--- src/rtl/bcd_counter_n.sv ---
// N-digit BCD up/down counter with synchronous load, wrap/saturate modes,
// a registered terminal-count pulse and rejection of non-BCD load values.
// Digit k lives in count[4k+3:4k]; digit 0 is the units digit.
module bcd_counter_n #(
  parameter int DIGITS = 4
) (
  input  logic                  clk,
  input  logic                  reset,
  input  logic                  en,
  input  logic                  up,
  input  logic                  sat,
  input  logic                  load,
  input  logic [4*DIGITS-1:0]   load_value,
  output logic [4*DIGITS-1:0]   count,
  output logic                  tc,
  output logic                  load_err
);

  localparam int W = 4 * DIGITS;

  logic [W-1:0] step_value;   // count after one step in the current direction
  logic         chain_out;    // carry/borrow out of the top digit: count was at MAX (up) or MIN (down)
  logic         load_ok;      // every nibble of load_value is a legal BCD digit
  logic [W-1:0] boundary;     // MAX when counting up, MIN when counting down
  logic         reach;        // the step lands exactly on the boundary

  // Ripple the carry (up) or borrow (down) from the units digit upward.
  always_comb begin
    logic       chain;
    logic [3:0] dig;
    step_value = count;
    chain      = 1'b1;
    dig        = '0;
    for (int k = 0; k < DIGITS; k++) begin
      dig = count[4*k +: 4];
      if (chain) begin
        if (up) begin
          if (dig == 4'd9) begin
            step_value[4*k +: 4] = 4'd0;
          end else begin
            step_value[4*k +: 4] = dig + 4'd1;
            chain = 1'b0;
          end
        end else begin
          if (dig == 4'd0) begin
            step_value[4*k +: 4] = 4'd9;
          end else begin
            step_value[4*k +: 4] = dig - 4'd1;
            chain = 1'b0;
          end
        end
      end
    end
    chain_out = chain;
  end

  // A load is accepted only if no nibble exceeds 9.
  always_comb begin
    load_ok = 1'b1;
    for (int k = 0; k < DIGITS; k++) begin
      if (load_value[4*k +: 4] > 4'd9) begin
        load_ok = 1'b0;
      end
    end
  end

  // Boundary in the current direction and whether a step reaches it.
  always_comb begin
    boundary = up ? {DIGITS{4'h9}} : {W{1'b0}};
    reach    = (step_value == boundary);
  end

  // Count register with load > step > hold priority; tc and load_err are one-cycle pulses.
  always_ff @(posedge clk or posedge reset) begin
    if (reset) begin
      count    <= '0;
      tc       <= 1'b0;
      load_err <= 1'b0;
    end else begin
      tc       <= 1'b0;
      load_err <= 1'b0;
      if (load) begin
        // Any step requested alongside a load is dropped, accepted or not.
        if (load_ok) begin
          count <= load_value;
        end else begin
          load_err <= 1'b1;
        end
      end else if (en) begin
        if (chain_out) begin
          // Already at the boundary: wrap and flag it, or sit still silently.
          if (!sat) begin
            count <= step_value;
            tc    <= 1'b1;
          end
        end else begin
          count <= step_value;
          // In saturate mode the pulse marks arriving at the boundary.
          tc    <= sat && reach;
        end
      end
    end
  end

endmodule

--- config.mk ---
export PLATFORM = sky130hd
export DESIGN_NAME = bcd_counter_n
export DESIGN_NICKNAME = d
export VERILOG_FILES = /design/src/rtl/bcd_counter_n.sv
export SDC_FILE = /design/constraint.sdc
export NUM_CORES = 1
export LEC_CHECK = 0
export BUFFER_PORTS_ARGS = -buffer_cell sky130_fd_sc_hd__buf_2
export CORE_MARGIN = 10
export CORE_UTILIZATION = 25
export DETAILED_ROUTE_END_ITERATION = 10
export PLACE_DENSITY = 0.39
export SYNTH_ARGS = -nofsm -noshare
export SYNTH_HDL_FRONTEND = slang
export SYNTH_SLANG_ARGS = --single-unit
--- constraint.sdc ---
create_clock -name clk -period 4.2 [get_ports clk]
set_clock_uncertainty 0.05 [all_clocks]
set_input_delay 0.63 -clock clk [delete_from_list [all_inputs] [get_ports clk]]
set_output_delay 0.63 -clock clk [all_outputs]
set_load 0.01 [all_outputs]
After elaboration in Yosys (flattened, before gate mapping)
Index checks and enable logic that the tools add are counted.
{"block": "totals", "register_bits": 18, "inputBits": 22, "output_inout_bits": 18, "word_cells": 75}
{"block": "op_classes", "add_sub_neg": 8, "magnitude_cmp": 4, "n_eq_ne": 7, "mux": 46, "reduce_logical": 7}
{"operator": "$mux 16", "n": 6}
{"operator": "$mux 4", "n": 15}
{"operator": "$mux 1", "n": 25}
{"operator": "$add 4x1->4 const B", "n": 4}
{"operator": "$eq 16x16->1", "n": 1}
{"operator": "$eq 4x4->1 const B", "n": 4}
{"operator": "$gt 4x4->1 const B", "n": 4}
{"operator": "$logic_not 4->1", "n": 4}
{"operator": "$sub 4x1->4 const B", "n": 4}
{"operator": "$ne 3x3->1 const B", "n": 1}
{"operator": "$reduce_and 3->1", "n": 1}
{"operator": "$ne 2x1->1 const B", "n": 1}
{"operator": "$reduce_bool 2->1", "n": 1}
{"operator": "$logic_and 1x1->1", "n": 1}

Depth between registers and ports, before layout
Gate-level depths: netlist (run 1).
{"block": "logic_depth", "depth_word": 11, "mapped_depth": 9, "mapped_depth_nobuf": 8}

Least setup slack after synthesis (run 1)
OpenSTA, ideal clock, no wires.
{"block": "synth_path", "path_type": "input to register", "start": "input port up", "end": "register tc", "setup_ps": 121, "t_arrival_ps": 2089, "setup_slack_ps": 1940, "stages": 7, "n_path_buf": 0, "cell_sequence": "nor3_2 o21ai_4 or3_4 o31a_1 o211ai_1 o32ai_1 a22o_1"}
{"block": "synth_via", "elab_chain_cells": 9, "elab_cells_between_ends": 20, "cone_classes": "eq/ne (1); mux (18); reduce/logical (1)"}
{"item": "start, declared", "line_no": "10", "text": "input logic up,"}
{"item": "$mux 1", "line_no": "37", "text": "if (up) begin"}
{"item": "$mux 1 (2 in a row)", "line_no": "36", "text": "if (chain) begin"}
{"item": "$mux 4", "line_no": "36"}
{"item": "$eq 16x16->1", "line_no": "70", "text": "reach = (step_value == boundary);"}
{"item": "$logic_and 1x1->1", "line_no": "99", "text": "tc <= sat && reach;"}
{"item": "$mux 1 *", "line_no": "90", "text": "if (chain_out) begin"}
{"item": "$mux 1 *", "line_no": "89", "text": "end else if (en) begin"}
{"item": "$mux 1 *", "line_no": "82", "text": "if (load) begin"}
{"item": "end signal, assigned", "line_no": "99"}
{"item": "end, declared", "line_no": "15", "text": "output logic tc,"}
Every way passes the cells marked *; elsewhere a longest branch is shown, timed or not.
A chain may end at the register's enable or synchronous reset.

Worst setup path in the final report (run 1)
{"block": "layout_path", "start": "input port up", "end": "register count[15]"}
{"block": "layout_via", "elab_chain_cells": 8, "elab_cells_between_ends": 15, "cone_classes": "eq/ne (1); mux (13); reduce/logical (1)"}
{"item": "$mux 1", "line_no": "37"}
{"item": "$mux 1 (2 in a row)", "line_no": "36"}
{"item": "$mux 4", "line_no": "36"}
{"item": "$mux 16", "line_no": "92", "text": "if (!sat) begin"}
{"item": "$mux 16", "line_no": "90"}
{"item": "$mux 16", "line_no": "89"}
{"item": "$mux 16", "line_no": "82"}
{"item": "end signal, assigned", "line_no": "85", "text": "count <= load_value;"}
{"item": "end signal, assigned", "line_no": "93", "text": "count <= step_value;"}
{"item": "end signal, assigned", "line_no": "97", "text": "count <= step_value;"}
{"item": "end, declared", "line_no": "14", "text": "output logic [4*DIGITS-1:0] count,"}
Parallel ways exist; a longest one is shown, timed or not. The select of a mux whose other input is x is not followed.

==> summary.md, run 1 <==
| Metric | Value |
|---|---|
| Ys Warns | 0 |
| Clk slew on worst S/H paths | 0.07 ns |
| Synth unique cells | 64 |
| Placed Cells | 371 |
| Num rows | 31 |
| Worst EP arrival | 3.05 ns |
| Clock power share | 15.5% |
| Clk_lat worst skew | 0.26 ns |
| Tot GR Track Use | 10.9% |
| Routed WL | 6.28 mm |
| Wire length of the first global-routing pass | 10.3 mm |
| Sw Share | 46.8% |
| Initial Util | 25.7% |
| Psw | 378 uW |
| # setup viols final | 0 |
| RSZ-0062 raised after global routing | false |
| Initial DRC count | 89 |
| Post-synth ARST share | 100% |
| Reg power frac | 40.5% |
| Number of synthesized flops with an enable pin | 0 |
| Hold Path Class | primary input to async pin |
| # diodes | 0 |
| Num CTS Buffers | 3 |
| Area Overhead vs Synth | 13.9% |
| Synth Flop Type | dfrtp_1 |
| Number of nets in the layout | 301 |
| Die ar. | 0.0114 sq mm |
| Leakage power | 0.000844 uW |
| Crit Path Class | primary input to flop |
| Die Height | 107 um |
| Via density | 5.27 |
| Routed WL per cell | 16.8 um |
| Fin cells | 374 |
| Vias in the first global route | 1907 |
| Mapped Area | 0.00188 sq mm |
| Highest-count cells in the layout ignoring fill and taps | buf_2 (39), o21ai_0 (25), nor2_1 (21) |
| Total negative slack | 0 ns |
| Max-Cap Viols | 0 |
| Slew Viols, Final | 0 |
| Vias | 1971 |
| Clock Tree Buf Depth | 2 |
| #FFs+latches synth | 18 |
| Power density over the cells | 378 mW/mm^2 |
| CTS H-tree lvls | 1 |
| Share of cells above drive strength 1 | 20.0% |
| CTS Hold Bufs | 0 |
| Clock period minus worst slack | 2.96 ns |
| Core area | 0.00729 sq mm |
| Crit path launch type | primary input |
| Int Power | 431 uW |
| CTS resizes | 0 |
| Initial antenna violation count | 0 |
| Final hold violations | 0 |
| I/O pin total | 40 |
| Max_slew headroom | 46.6% |
| Total setup buffers inserted after CTS | 0 |
| Min Hold Slack | 0.460 ns |
| Number of antenna-violating nets in the routed design | 0 |
| Worst-margin pin slew | 0.800 ns |
| Syn_area_per_cell | 7.33 sq um |
| Commonest non-fill, non-tap cell in the layout | buf_2 |
| DIE WIDTH | 107 um |
| Fmax | 0.338 GHz |
| Remaining global-route overflow | 0 |
| Clock root buffer | clkbuf_8 |
| Port bufs | 39 |
| Post-detail-place hpwl | 4.65 mm |
| WP data required | 4.29 ns |
| Mapped Cells | 256 |
| Largest net degree at the start of global routing | 28 |
| Sequential element share of the synthesized area | 24.0% |
| Clk sink count | 18 |
| Comb pwr share | 44.0% |
| TritonCTS clock tree | done |
| Outcome | finished, final reports clean |
| Final worst-path cycle share | 70.4% |
| Drt drc | 0 |
| Initial DRT Pass Iterations | 4 |
| Routability cong. | 0.776 |
| Critical Path End Type | flop |
| Critical path peak fanout | 27 |
| Synth Net Count | 280 |
| Maximum VDD drop | 0.176 mV |
==> registers in the layout, summed over array words and instances, names as in the netlist <==
signal    count
load_err      1
count        16
tc            1
==> power groups by stage <==
stage	Clock [uW]	Combinational (uW)	Sequential, uW
5_1_grt	137	405	343
3_5_place_dp	0	361	331
6_report	125	356	327
4_1_cts	130	362	328
2_1_floorplan	0	311	264
3_3_place_gp	0	365	332
==> kinds of logic (layout without fill, tap and decap cells) <==
| logic type | Yosys count | count (layout) | share of synthesized area [%] |
|---|---|---|---|
| fa+ha+maj | 2 | 2 | 1.33 |
| buf+inv | 34 | 53 | 7.73 |
| simple gates | 104 | 104 | 29.3 |
| compound gates | 86 | 86 | 31.5 |
| xor+xnor | 7 | 7 | 3.27 |
| mux | 5 | 5 | 2.80 |
| flops | 18 | 18 | 24.0 |
==> per-stage QoR <==
step | worst slack (ns) | util (%) | power, uW | cell area, sq um
3_5_place_dp | 0.962 | 28.7 | 691 | 2100
5_1_grt | 0.999 | 29.3 | 885 | 2140
2_1_floorplan | 1.94 | - | 575 | 1880
3_3_place_gp | 1.02 | 28.7 | 696 | 2100
4_1_cts | 1.23 | 29.3 | 821 | 2140
6_report | 1.24 | 29.3 | 809 | 2140
==> synthesized netlist by cell type, types with 3 or more instances <==
library cell	number	area share, %
buf_2	5	1.3
nand2_1	19	3.8
nand4_1	6	2.0
and3_1	6	2.0
mux2i_1	3	1.6
nand3b_1	3	1.2
o2bb2ai_1	5	2.3
a21oi_1	14	3.7
dfrtp_1	18	24
a31oi_1	4	1.3
o21ai_0	25	6.7
clkbuf_1	17	3.4
nor4_1	3	1.0
nor2_1	21	4.2
inv_1	9	1.8
and2_1	3	1.0
nor2b_1	3	1.0
a21boi_0	3	1.2
nor3_1	18	4.8
nand3_1	6	1.6
xnor2_1	6	2.8
o211ai_1	4	1.6
==> critical path, cell delays in order <==
cell and delay [ns]:
buf_2 0.33, buf_4 0.28, and3_1 0.19, o21ai_2 0.11, nor4_1 0.36, a21oi_1 0.17, a21oi_4 0.56, mux2_2 0.40
==> routing by layer <==
metal	global-route usage (%)	wire length [um]	up-vias
li1	-	-	989
met1	16.0	3230	923
met2	15.6	2620	57
met3	2.75	391	2
met4	1.84	33	0
met5	0	0	-
==> final timing paths <==
path / from / to / slack, ns / cells past startpoint
worst max-delay path: up / count[15] / 1.24 / 8
worst min-delay path: reset / count[9] / 0.46 / 2
worst max register to register: count[0] / count[15] / 1.39 / 6
worst min register to register: count[10] / count[10] / 0.61 / 2
max in group asynchronous: reset / count[6] / 3.14 / 2
min in group clk: count[10] / count[10] / 0.61 / 2
==> layout make-up <==
cell class,instances,area [sq um]
Clock buffer,3,41.3
Timing Repair Buffer,40,203
Fill cell,868,5150
Tap cell,99,124
Sequential cell,18,450
Multi-Input combinational cell,204,1280
Inverter,10,37.5
No activity file was read; power rests on OpenSTA's default activity.
==> inputs of run 2 (changes only) <==
--- a/config.mk
+++ b/config.mk
@@ -9,7 +9,7 @@
 export CORE_MARGIN = 10
 export CORE_UTILIZATION = 25
 export DETAILED_ROUTE_END_ITERATION = 10
-export PLACE_DENSITY = 0.39
+export PLACE_DENSITY = 0.4
 export SYNTH_ARGS = -nofsm -noshare
 export SYNTH_HDL_FRONTEND = slang
 export SYNTH_SLANG_ARGS = --single-unit
==> constraint.sdc (replaced) <==
create_clock -name clk -period 2.5 [get_ports clk]
set_clock_uncertainty 0.05 [all_clocks]
set_input_delay 0.375 -clock clk [delete_from_list [all_inputs] [get_ports clk]]
set_output_delay 0.375 -clock clk [all_outputs]
set_load 0.01 [all_outputs]
==> summary.md, run 2 (same netlist as run 1, synthesis figures left out) <==
| Metric | Value |
|---|---|
| Outcome | finished, final reports clean |
| Slowest cell on the critical path | o21ai_1 |
| Number of antenna-violating nets in the routed design | 0 (unchanged) |
| Fmax | 0.437 GHz |
| Family with the most delay on the worst path | compound AO/OA/AOI/OAI gates |
| Num rows | 31 (unchanged) |
| Max_slew headroom | 43.5% (-3.2 points) |
| Core area | 0.00729 sq mm (unchanged) |
| Crit-path max cell delay | 0.42 ns (-0.14 ns) |
| Worst-margin pin slew | 0.847 ns (+0.0475 ns) |
| Post-detail-place hpwl | 5.05 mm (+8.7%) |
| Num CTS Buffers | 3 (unchanged) |
| Leakage power | 0.000976 uW (+16%) |
| Drt drc | 0 (unchanged) |
| Area Overhead vs Synth | 24.7% |
| # diodes | 0 (unchanged) |
| Top reg by flops | count |
| Largest net degree at the start of global routing | 24 (-14%) |
| Critical Path, Cell by Cell | and3_1 > o21ai_1 > nor3_1 > buf_4 > and3_1 > nor3_1 > o32ai_1 > a22o_1 |
| Worst reg2reg path depth | 8 (+2) |
| WP data required | 2.60 ns (-1.69 ns) |
| Routed WL | 6.62 mm (+5.5%) |
| Power density over the cells | 636 mW/mm^2 (+68%) |
| Clock Tree Buf Depth | 2 (unchanged) |
| Vias in the first global route | 1941 (+1.8%) |
| CTS resizes | 0 (unchanged) |
| Critical path peak fanout | 7 (-74%) |
| Vias | 2066 (+4.8%) |
| Initial antenna violation count | 0 (unchanged) |
| Max-Cap Viols | 0 (unchanged) |
| Clk sink count | 18 (unchanged) |
| Share of cells above drive strength 1 | 27.2% (+7.2 points) |
| Routability cong. | 0.830 (+7.0%) |
| Critical R2R Launch | count[4] |
| Crit Path Class | flop to flop |
| Max reg flops | 16 (unchanged) |
| Remaining global-route overflow | 0 (unchanged) |
| Crit path launch type | flop |
| Worst EP arrival | 2.39 ns (-0.66 ns) |
| DIE WIDTH | 107 um (unchanged) |
| Port bufs | 39 (unchanged) |
| Via density | 5.15 (-2.2%) |
| Fillers | 846 (-2.5%) |
| Number of nets in the layout | 328 (+9.0%) |
| Tot GR Track Use | 11.4% (+0.51 points) |
| Highest-count cells in the layout ignoring fill and taps | buf_2 (39), buf_4 (28), o21ai_0 (25) |
| Top Registers | count: 16 flops, load_err: 1 flops, tc: 1 flops |
| Wire length of the first global-routing pass | 10.6 mm (+3.2%) |
| Die ar. | 0.0114 sq mm (unchanged) |
| Clk_lat worst skew | 0.26 ns (about the same) |
| Maximum VDD drop | 0.255 mV (+45%) |
| Total setup buffers inserted after CTS | 0 (unchanged) |
| Critical Path End Type | flop |
| Buffers & Inverters on Critical Path | 1 (-1) |
| Clock root buffer | clkbuf_8 |
| Initial Util | 25.7% (unchanged) |
| Final worst-path cycle share | 91.6% |
| TritonCTS clock tree | done |
| Final hold violations | 0 (unchanged) |
| # setup viols final | 0 (unchanged) |
| I/O pin total | 40 (unchanged) |
| Worst r2r dst | tc |
| Die Height | 107 um (unchanged) |
| Critical path launch point | count[4] |
| Reg2reg setup slack | 0.21 ns (-1.18 ns) |
| Total negative slack | 0 ns (unchanged) |
| Commonest non-fill, non-tap cell in the layout | buf_2 |
| CTS Hold Bufs | 0 (unchanged) |
| Clock period minus worst slack | 2.29 ns |
| Crit. path cell count | 8 (unchanged) |
| Clk slew on worst S/H paths | 0.08 ns (about the same) |
| Slew Viols, Final | 0 (unchanged) |
| CTS H-tree lvls | 1 (unchanged) |
| Routed WL per cell | 16.5 um (-1.6%) |
| Initial DRC count | 139 (+56%) |
| RSZ-0062 raised after global routing | false |
| Initial DRT Pass Iterations | 4 (unchanged) |
| Pwr Total | 1490 uW (+84%) |
| Hold Path Class | primary input to async pin |
## run 2: cell count changes in the layout (fill, tap and decap cells not counted), sizes merged
cell / previous run / this run
buf: 40 / 67
## run 2: how the worst max path moves through the flow
stage	endpoint
2_1_floorplan	tc
3_3_place_gp	tc
3_5_place_dp	tc
4_1_cts	tc
5_1_grt	count[9]
6_report	tc
## run 2: layout make-up
cell class / count / area [sq um] / share of cell area (%)
multi-input cells: 204 / 1280 / 54.8
flip-flops and latches: 18 / 450 / 19.3
repair buffers: 67 / 405 / 17.3
well taps: 99 / 124 / 5.29
clock buffers: 3 / 41.3 / 1.76
inverters: 10 / 37.5 / 1.60
## run 2: worst register-to-register path: cells and delay by family (launching register included)
kind                   cells  cell delay [ns]
and+or+nand+nor            4             0.75
buffers and inverters      1             0.18
DFF                        1             0.40
AOI/OAI and AO/OA          3             0.80
## run 2: metrics by stage
stage	cell area (sq um)	hold slack (ns)	utilization, %	instances	worst slack [ns]
2_1_floorplan	1880	0.264	-	256	0.329
3_3_place_gp	2300	0.538	31.5	398	0.0804
3_5_place_dp	2300	0.540	31.5	398	0.0625
4_1_cts	2340	0.250	32.1	401	0.199
5_1_grt	2340	0.292	32.1	401	0.0299
6_report	2340	0.221	32.1	401	0.210
## run 2: layer usage
| metal | global-route usage (%) | part of all wire [%] | vias up |
|---|---|---|---|
| met2 | 16.2 | 41 | 56 |
| met1 | 17.0 | 53 | 959 |
| li1 | - | - | 1049 |
| met5 | 0 | 0 | - |
| met3 | 2.57 | 5.2 | 2 |
| met4 | 1.93 | 0.47 | 0 |
## run 2: power by group
group          switching (uW)  internal (uW)
registers                71.7            350
logic                     493            355
clock network             112            107
total                     676            813
==> inputs of run 3 (changes only) <==
--- a/config.mk
+++ b/config.mk
@@ -9,7 +9,7 @@
 export CORE_MARGIN = 10
 export CORE_UTILIZATION = 25
 export DETAILED_ROUTE_END_ITERATION = 10
-export PLACE_DENSITY = 0.4
+export SLEW_MARGIN = 40
 export SYNTH_ARGS = -nofsm -noshare
 export SYNTH_HDL_FRONTEND = slang
 export SYNTH_SLANG_ARGS = --single-unit
==> summary.md, run 3 (same netlist as run 1, synthesis figures left out) <==
| Metric | Value |
|---|---|
| Initial DRT Pass Iterations | 5 (+1) |
| Top Registers | count: 16 flops, load_err: 1 flops, tc: 1 flops |
| Worst r2r dst | count[15] |
| Slew Viols, Final | 0 (unchanged) |
| Number of nets in the layout | 326 (-0.61%) |
| RSZ-0062 raised after global routing | false |
| Final hold violations | 0 (unchanged) |
| Setup ws final | 0.191 ns (-0.0192 ns) |
| Final worst-path cycle share | 92.4% (+0.77 points) |
| Core area | 0.00729 sq mm (unchanged) |
| Crit. path cell count | 7 (-1) |
| Crit path launch type | flop |
| Via density | 5.28 (+2.5%) |
| Max reg flops | 16 (unchanged) |
| Clock root buffer | clkbuf_8 |
| Vias in the first global route | 1998 (+2.9%) |
| Num CTS Buffers | 3 (unchanged) |
| Crit Path Class | flop to flop |
| Clk_lat worst skew | 0.25 ns (about the same) |
| Top reg by flops | count |
| Port bufs | 39 (unchanged) |
| Number of antenna-violating nets in the routed design | 0 (unchanged) |
| Area Overhead vs Synth | 25.3% |
| CTS H-tree lvls | 1 (unchanged) |
| Tot GR Track Use | 10.8% (-0.59 points) |
| Max_slew headroom | 51.9% (+8.4 points) |
| Worst-margin pin slew | 0.717 ns (-0.130 ns) |
| Vias | 2108 (+2.0%) |
| WP data required | 2.58 ns (-0.02 ns) |
| Share of cells above drive strength 1 | 27.7% (+0.51 points) |
| Routability cong. | 0.840 (+1.1%) |
| Total negative slack | 0 ns (unchanged) |
| Initial antenna violation count | 0 (unchanged) |
| Largest net degree at the start of global routing | 25 (+4.2%) |
| Clock period minus worst slack | 2.31 ns (+0.0192 ns) |
| Routed WL | 6.36 mm (-4.0%) |
| Commonest non-fill, non-tap cell in the layout | buf_2 |
| Hold Path Class | primary input to async pin |
| Family with the most delay on the worst path | simple AND/OR/NAND/NOR gates |
| Wire length of the first global-routing pass | 10.4 mm (-2.2%) |
| Clk slew on worst S/H paths | 0.07 ns (about the same) |
| Crit-path max cell delay | 0.46 ns (+0.04 ns) |
| Highest-count cells in the layout ignoring fill and taps | buf_2 (39), buf_4 (26), o21ai_0 (25) |
| Maximum VDD drop | 0.316 mV (+24%) |
| Total setup buffers inserted after CTS | 0 (unchanged) |
| TritonCTS clock tree | done |
| Critical path launch point | count[0] |
| Post-detail-place hpwl | 4.87 mm (-3.6%) |
| Die ar. | 0.0114 sq mm (unchanged) |
| Routed WL per cell | 15.9 um (-3.6%) |
| Remaining global-route overflow | 0 (unchanged) |
| Num rows | 31 (unchanged) |
| Clk sink count | 18 (unchanged) |
| # diodes | 0 (unchanged) |
| Drt drc | 0 (unchanged) |
| Initial Util | 25.7% (unchanged) |
| I/O pin total | 40 (unchanged) |
| Critical Path, Cell by Cell | nor3_2 > o21ai_4 > nor4_2 > buf_4 > a21oi_1 > a21oi_4 > mux2_2 |
| Critical path peak fanout | 9 (+2) |
| Worst reg2reg path depth | 7 (-1) |
| Pre-CTS setup slack | 0.100 ns (+0.0377 ns) |
| Leakage power | 0.000966 uW (-1.0%) |
| Slowest cell on the critical path | dfrtp_1 |
| DIE WIDTH | 107 um (unchanged) |
| Die Height | 107 um (unchanged) |
| Initial DRC count | 136 (-2.2%) |
| Setup crit end | count[15] |
| Buffers & Inverters on Critical Path | 1 (unchanged) |
| Reg2reg setup slack | 0.19 ns (-0.02 ns) |
| Critical R2R Launch | count[0] |
| Critical Path End Type | flop |
| Power density over the cells | 634 mW/mm^2 (-0.30%) |
| Worst EP arrival | 2.39 ns (about the same) |
| Outcome | finished, final reports clean |
| CTS Hold Bufs | 0 (unchanged) |
| Fmax | 0.433 GHz (-0.83%) |
| Max-Cap Viols | 0 (unchanged) |
| # setup viols final | 0 (unchanged) |
| Clock Tree Buf Depth | 2 (unchanged) |
-- run 3: cell type report --
class / count / area (sq um)
Clock buffer: 3 / 41.3
Fill cell: 813 / 4940
Multi-Input combinational cell: 204 / 1310
Timing Repair Buffer: 65 / 390
Inverter: 10 / 37.5
Tap cell: 99 / 124
Sequential cell: 18 / 450
-- run 3: through the flow --
stage                     instances  util [%]  total power (uW)  hold slack (ns)  area (sq um)
after global placement          396      31.3              1260            0.481          2280
after global routing            399      32.3              1610            0.123          2350
final                           399      32.3              1490           0.0878          2350
after CTS                       399      31.9              1480            0.206          2320
after detailed placement        396      31.3              1270            0.485          2280
after floorplan                 256         -               965            0.264          1880
-- run 3: worst min-delay path by stage --
| stage | end | cells past startpoint |
|---|---|---|
| after floorplan | count[0] | 1 |
| after global placement | count[9] | 2 |
| after detailed placement | count[9] | 2 |
| after CTS | count[9] | 2 |
| after global routing | count[9] | 2 |
| final | count[11] | 2 |
-- run 3: timing repair --
item / CTS / global route
endpoints found under the hold margin: 0 / 0
setup endpoints to repair: 0 / 6
gates resized for setup: 0 / 4
-- run 3: worst reg2reg max path, stage by stage, from the launching register on --
cell	delay, ns
dfrtp_1	0.46
nor3_2	0.31
o21ai_4	0.13
nor4_2	0.32
buf_4	0.16
a21oi_1	0.09
a21oi_4	0.29
mux2_2	0.37
-- run 3: routing by layer --
metal  GRT usage, %  share of wire (%)  vias to the layer above
met2           15.1                 41                       77
met3           2.34                5.7                        6
met5              0                  0                        -
met4          0.870               0.30                        0
li1               -                  -                     1034
met1           16.8                 53                      991
-- run 3: power by group --
part           leakage [uW]  internal [uW]  switching (uW)
Clock             0.0000216            107            92.6
Combinational      0.000721            362             495
Sequential         0.000223            350            84.8
